==> src/rtl/branch_predictor.sv <==
`default_nettype none
// ============================================================================
//  Module      : branch_predictor
//  Description : Fetch-stage dynamic branch predictor. Direct-mapped table of
//                branch-target entries (valid, tag, target, 2-bit saturating
//                counter). Combinational lookup from PCF, trained from execute,
//                with saturating branch / mispredict performance counters.
//  Revision    : 1.0 - initial release
// ----------------------------------------------------------------------------
//  Ports
//    clk              : clock, rising edge
//    rst              : asynchronous active-low reset
//    PCF              : fetch PC to look up
//    predict_taken_F  : taken prediction for PCF
//    PredictTargetF   : predicted target if taken, else PCF+4
//    UpdateE          : execute holds a valid resolved branch/jump
//    IsJumpE          : resolved instruction is unconditional (JAL/JALR)
//    ActualTakenE     : real outcome in execute
//    PCE              : PC of the instruction in execute
//    TargetE          : real target computed in execute
//    predict_taken_E  : prediction that was made for that instruction
//    MispredictE      : UpdateE && (predict_taken_E != ActualTakenE)
//    BranchCount      : number of resolved updates (saturating)
//    MispredictCount  : number of mispredictions (saturating)
// ============================================================================
module branch_predictor #(
  parameter int INDEX_BITS = 6,
  parameter int CNT_WIDTH  = 32
) (
  input  logic                 clk,
  input  logic                 rst,
  input  logic [31:0]          PCF,
  output logic                 predict_taken_F,
  output logic [31:0]          PredictTargetF,
  input  logic                 UpdateE,
  input  logic                 IsJumpE,
  input  logic                 ActualTakenE,
  input  logic [31:0]          PCE,
  input  logic [31:0]          TargetE,
  input  logic                 predict_taken_E,
  output logic                 MispredictE,
  output logic [CNT_WIDTH-1:0] BranchCount,
  output logic [CNT_WIDTH-1:0] MispredictCount
);

  localparam int                 c_DEPTH = 1 << INDEX_BITS;
  localparam int                 c_TAG_W = 32 - INDEX_BITS - 2;
  localparam logic [CNT_WIDTH-1:0] c_CNT_ONE = {{(CNT_WIDTH-1){1'b0}}, 1'b1};

  // Table storage. Only valid and counter bits are reset; tag and target are
  // qualified by valid so they may power up as anything.
  logic                 r_valid  [c_DEPTH];
  logic [1:0]           r_ctr    [c_DEPTH];
  logic [c_TAG_W-1:0]   r_tag    [c_DEPTH];
  logic [31:0]          r_target [c_DEPTH];

  logic [CNT_WIDTH-1:0] r_branch_cnt;
  logic [CNT_WIDTH-1:0] r_mispred_cnt;

  logic [INDEX_BITS-1:0] w_idxF;
  logic [c_TAG_W-1:0]    w_tagF;
  logic                  w_hitF;
  logic [INDEX_BITS-1:0] w_idxE;
  logic [c_TAG_W-1:0]    w_tagE;
  logic                  w_hitE;
  logic [1:0]            w_ctr_cur;
  logic [1:0]            w_ctr_next;
  logic                  w_alloc;
  logic                  w_tgt_we;
  logic                  w_unused_pce_lsb;

  // PC[1:0] never participates in indexing or tagging.
  assign w_unused_pce_lsb = ^PCE[1:0];

  // ---------------------------------------------------------------- lookup
  assign w_idxF = PCF[INDEX_BITS+1:2];
  assign w_tagF = PCF[31:INDEX_BITS+2];
  assign w_hitF = r_valid[w_idxF] && (r_tag[w_idxF] == w_tagF);

  assign predict_taken_F = w_hitF && r_ctr[w_idxF][1];
  assign PredictTargetF  = predict_taken_F ? r_target[w_idxF] : (PCF + 32'd4);

  // ---------------------------------------------------------------- training
  assign w_idxE    = PCE[INDEX_BITS+1:2];
  assign w_tagE    = PCE[31:INDEX_BITS+2];
  assign w_hitE    = r_valid[w_idxE] && (r_tag[w_idxE] == w_tagE);
  assign w_ctr_cur = r_ctr[w_idxE];

  assign MispredictE = UpdateE && (predict_taken_E != ActualTakenE);

  always_comb begin
    w_ctr_next = w_ctr_cur;
    w_alloc    = 1'b0;
    w_tgt_we   = 1'b0;
    if (w_hitE) begin
      if (IsJumpE) begin
        w_ctr_next = 2'b11;
        w_tgt_we   = 1'b1;
      end else if (ActualTakenE) begin
        w_ctr_next = (w_ctr_cur == 2'b11) ? 2'b11 : w_ctr_cur + 2'd1;
        w_tgt_we   = 1'b1;
      end else begin
        w_ctr_next = (w_ctr_cur == 2'b00) ? 2'b00 : w_ctr_cur - 2'd1;
      end
    end else if (ActualTakenE) begin
      // Only taken misses allocate; not-taken misses leave the table alone.
      w_ctr_next = IsJumpE ? 2'b11 : 2'b10;
      w_alloc    = 1'b1;
      w_tgt_we   = 1'b1;
    end
  end

  always_ff @(posedge clk or negedge rst) begin
    if (!rst) begin
      for (int i = 0; i < c_DEPTH; i++) begin
        r_valid[i] <= 1'b0;
        r_ctr[i]   <= 2'b01;
      end
      r_branch_cnt  <= '0;
      r_mispred_cnt <= '0;
    end else if (UpdateE) begin
      r_ctr[w_idxE] <= w_ctr_next;
      if (w_alloc) begin
        r_valid[w_idxE] <= 1'b1;
      end
      if (r_branch_cnt != '1) begin
        r_branch_cnt <= r_branch_cnt + c_CNT_ONE;
      end
      if (MispredictE && (r_mispred_cnt != '1)) begin
        r_mispred_cnt <= r_mispred_cnt + c_CNT_ONE;
      end
    end
  end

  // Tag/target arrays carry no reset, but a write coinciding with reset is
  // still suppressed so the discarded update leaves no trace.
  always_ff @(posedge clk) begin
    if (rst && UpdateE) begin
      if (w_tgt_we) begin
        r_target[w_idxE] <= TargetE;
      end
      if (w_alloc) begin
        r_tag[w_idxE] <= w_tagE;
      end
    end
  end

  assign BranchCount     = r_branch_cnt;
  assign MispredictCount = r_mispred_cnt;

endmodule
`default_nettype wire

==> config.mk <==
export PLATFORM = sky130hd
export DESIGN_NAME = branch_predictor
export DESIGN_NICKNAME = d
export VERILOG_FILES = /design/src/rtl/branch_predictor.sv
export SDC_FILE = /design/constraint.sdc
export NUM_CORES = 2
export LEC_CHECK = 0
export CELL_PAD_IN_SITES_DETAIL_PLACEMENT = 0
export CELL_PAD_IN_SITES_GLOBAL_PLACEMENT = 1
export CORE_MARGIN = 1
export CORE_UTILIZATION = 35
export CTS_BUF_LIST = sky130_fd_sc_hd__clkbuf_4
export DETAILED_ROUTE_END_ITERATION = 16
export PLACE_DENSITY_LB_ADDON = 0.1
export SYNTH_ARGS = -nofsm -noshare
export SYNTH_HDL_FRONTEND = slang
export SYNTH_SLANG_ARGS = --single-unit
==> constraint.sdc <==
create_clock -name clk -period 14.9 [get_ports clk]
set_clock_uncertainty 0.1 [all_clocks]
set_input_delay 2.98 -clock clk [delete_from_list [all_inputs] [get_ports clk]]
set_output_delay 2.98 -clock clk [all_outputs]
set_load 0.1 [all_outputs]
==> impl_summary.log <==
[metrics] total setup buffers inserted after CTS: 0
[metrics] Vias: between 90000 and 100k
[metrics] # fillers: 41900
[metrics] area enclosed by the die boundary: 469000 sq um
[metrics] mapped cell area: 163000 sq um
[metrics] Final Net Count: around 9100
[metrics] largest net degree at the start of global routing: 130
[metrics] number of global-route vias before repair: 97300
[metrics] leakage: about 60 nW
[metrics] residual DRC count: 0
[metrics] outcome: finished clean
[metrics] sequential share of the synthesized area: 0.699
[metrics] sort of element at the start of the critical path: primary input
[metrics] CTS tree: done
[metrics] combinational group share of total power: 0.079
[metrics] max capacitance violation total: 0
[metrics] flop-to-flop setup slack: a little under 8 ns
[metrics] class of the worst hold path: reg -> reg
[metrics] top-level port count: 200
[metrics] antenna violations before repair: 48
[metrics] die boundary height: around 680 microns
[metrics] share of power burned in registers: 0.511
[metrics] number of enable flip-flop cells after synthesis: roughly 3600
[metrics] Area Overhead vs Synth: 14.5%
[metrics] Starting DRT DRC Count: ~10000
[metrics] wire length of the first global-routing pass: 813000 microns
[metrics] critical path required time: 11.82 ns
[metrics] post-detailed-routing wire length: 597000 microns
[metrics] number of hold buffers added after cts: 0
[metrics] clock-pin slew on the worst setup and hold paths: roughly 0.05 ns
[metrics] Final Critical Period: 12.62 ns
[metrics] wire length per cell: approximately 37 microns
[metrics] Multi-input gate area: 47100 sq um
[metrics] number of cells traversed by the worst hold path: 2
[metrics] effective utilization at floorplan: 0.352
[metrics] maximum clock frequency: 79.3 MHz
[metrics] area used by sequential logic in the layout: approximately 110000 sq um
[metrics] number of pins exceeding their max-slew limit in the final report: 0
[metrics] Initial DRT Pass Iterations: 6
[metrics] later-pin clock latency in the skew report: 1.74 ns
[metrics] slew at the pin closest to its max-slew limit: roughly 1.2 ns
[metrics] final std cells w/o fill: 15900
[metrics] total net switching power: 5.79 mW
[metrics] fraction of synthesis flops using an asynchronous set or reset pin: 0.0667
[metrics] buffer levels on the longest clock path: 5
[metrics] internal power component: about 18 mW
[metrics] setup TNS after final layout: 0 ns
[metrics] placed wire-length estimate after detailed placement: 328000 microns
[metrics] routability congestion estimate from global placement: 0.817
[metrics] unrepaired setup endpoints after global routing: false
[metrics] average via count per standard cell: 5.85
[metrics] worst max-slew margin expressed relative to the limit: 0.172
[metrics] share of layout cells above drive strength 1: 0.404
[metrics] count of state elements after synthesis: 3840
[metrics] number of cells on the worst reg-to-reg path: 13
[metrics] Post-Synthesis Mean Instance Area: 20.6 sq um
[metrics] type of destination of the critical path: output port
[metrics] Root Driver: clkbuf_4
[metrics] tightest hold margin: ~0.37 ns
[metrics] final non-filler cell area: 187000 sq um
[metrics] Peak VDD IR: about 0.000072 V
[metrics] post-placement cell area: 173000 sq um
[metrics] Core Rows: 250
[metrics] overflow left after global routing: 0
[metrics] total of buffers placed on input and output ports: 197
[metrics] Tcrit/Tclk final: 0.847
[metrics] number of buffers added by the clock tree synthesis step: 1150
[metrics] worst slack, placed: 2.32 ns
[metrics] endpoint arrival time on the critical path: 9.54 ns
[metrics] core region area: 464000 sq um
[metrics] ANT nets after route: 0
[metrics] library cell occupying the most area in the post-synthesis netlist: edfxtp_1
[metrics] setup slack of the critical path after layout: roughly 2.3 ns
[metrics] cell area power density: 126 nW/um^2
[metrics] TritonCTS sink count: 3840
[metrics] switching part of the total power: 0.247
[metrics] CTS resizes: 0
[metrics] cell count after placement: 14000
[metrics] commonest non-fill, non-tap cell in the layout: edfxtp_1
[metrics] Cell variety after synth: 83
[metrics] Clock Power Share: 0.410
[metrics] Crit Path Max Fanout: between 90 and 100
[metrics] deepest level of the CTS H-tree: 7
[metrics] overall fraction of global-route tracks in use: 0.254
[metrics] post-synthesis net count: 8035
[metrics] YS warnings: 0
[metrics] most used cells in the layout excluding fill and tap cells: 3584 x edfxtp_1, 1669 x clkbuf_4, 1434 x mux4_2
[metrics] number of endpoints with negative hold slack in the final report: 0
[metrics] top_reg_cell synth: edfxtp_1
[metrics] CP Class: in -> out
[metrics] share of the synthesized area in the top cell type: 0.660
[metrics] die boundary width: approximately 680 microns
[metrics] final setup violating endpoints: 0
[metrics] Synth area leaders: edfxtp_1 66%, mux4_2 20%, dfrtp_1 2.9%
[metrics] Synth Instances: 7930
## synth_stat cells, types with 61 or more instances
master and count:
buf_2 140, mux4_2 1434, clkbuf_1 314, a21oi_1 69, dfrtp_1 192, dfstp_2 64, buf_1 83, nand2_1 360
nor2_1 63, xnor2_1 94, and3_1 81, edfxtp_1 3584, nor4_1 82, o31ai_1 130, a221oi_1 65, o21ai_0 61
nand3_1 106, a22oi_1 150, mux2i_1 219
## critical path: stages
cell	delay [ns]
buf_16	0.55
buf_12	0.56
mux4_2	0.62
mux4_2	0.47
mux2_2	0.28
a21oi_1	0.50
buf_4	0.32
xnor2_1	0.10
nor3_1	0.19
nand4_1	0.17
nor4_4	0.24
buf_4	0.60
mux2_2	0.34
clkdlybuf4s50_1	1.16
## routing by layer
metal  track usage  vias to the layer above  share of wire
li1              -                    36900              -
met1         0.326                    51000           0.40
met2         0.418                     4220           0.50
met3        0.0540                     1103          0.067
met4         0.106                       14          0.037
met5             0                        -        0.00015
## area by class of cell
type | count | share of cell area
antenna | 34 | 0.000456
clock buffer | 1669 | 0.0671
clock inverter | 183 | 0.00405
inverter | 13 | 0.000281
multi-input combinational | 3498 | 0.252
sequential | 3840 | 0.611
tap | 6174 | 0.0414
timing repair buffer | 524 | 0.0236
## state kept, by name, summed over array words and instances (netlist names)
signal,cells
r_target,2048
r_tag,1536
MispredictCount,32
BranchCount,32
r_ctr,128
r_valid,64
## final timing paths
path | from | to
max | PCF[2] | PredictTargetF[6]
min | r_ctr[106] | r_ctr[106]
max reg2reg | r_tag[51][21] | r_target[20][29]
min reg2reg | r_ctr[106] | r_ctr[106]
max in group asynchronous | rst | r_valid[28]
min in group asynchronous | rst | MispredictCount[11]
## power by group through the flow
stage | logic, mW | clock network [mW] | registers (mW)
final | 1.84 | 9.63 | 12.0
after global routing | 1.93 | 10.5 | 12.0
after CTS | 1.87 | 9.94 | 12.0
after detailed placement | 1.86 | 0 | 12.2
after global placement | 1.85 | 0 | 12.2
after floorplan | 0.983 | 0 | 12.3
## through the flow
step | utilization | power, mW
2_1_floorplan | - | 13.3
3_3_place_gp | 0.374 | 14.1
3_5_place_dp | 0.374 | 14.1
4_1_cts | 0.402 | 23.8
5_1_grt | 0.403 | 24.4
6_report | 0.403 | 23.5
## cells by family (layout without fill, tap and decap cells)
family | after synthesis | count (layout) | share of synthesized area
buffers and inverters | 592 | 2389 | 0.0157
AND/OR/NAND/NOR | 947 | 947 | 0.0304
multiplexers | 1712 | 1712 | 0.215
other | 0 | 34 | 0
AO/OA/AOI/OAI | 704 | 704 | 0.0317
flip-flops | 3840 | 3840 | 0.699
XOR/XNOR | 132 | 132 | 0.00709
adder cells (fa/ha/maj) | 3 | 3 | 0.000230
Power figures use the tool's default switching activity.
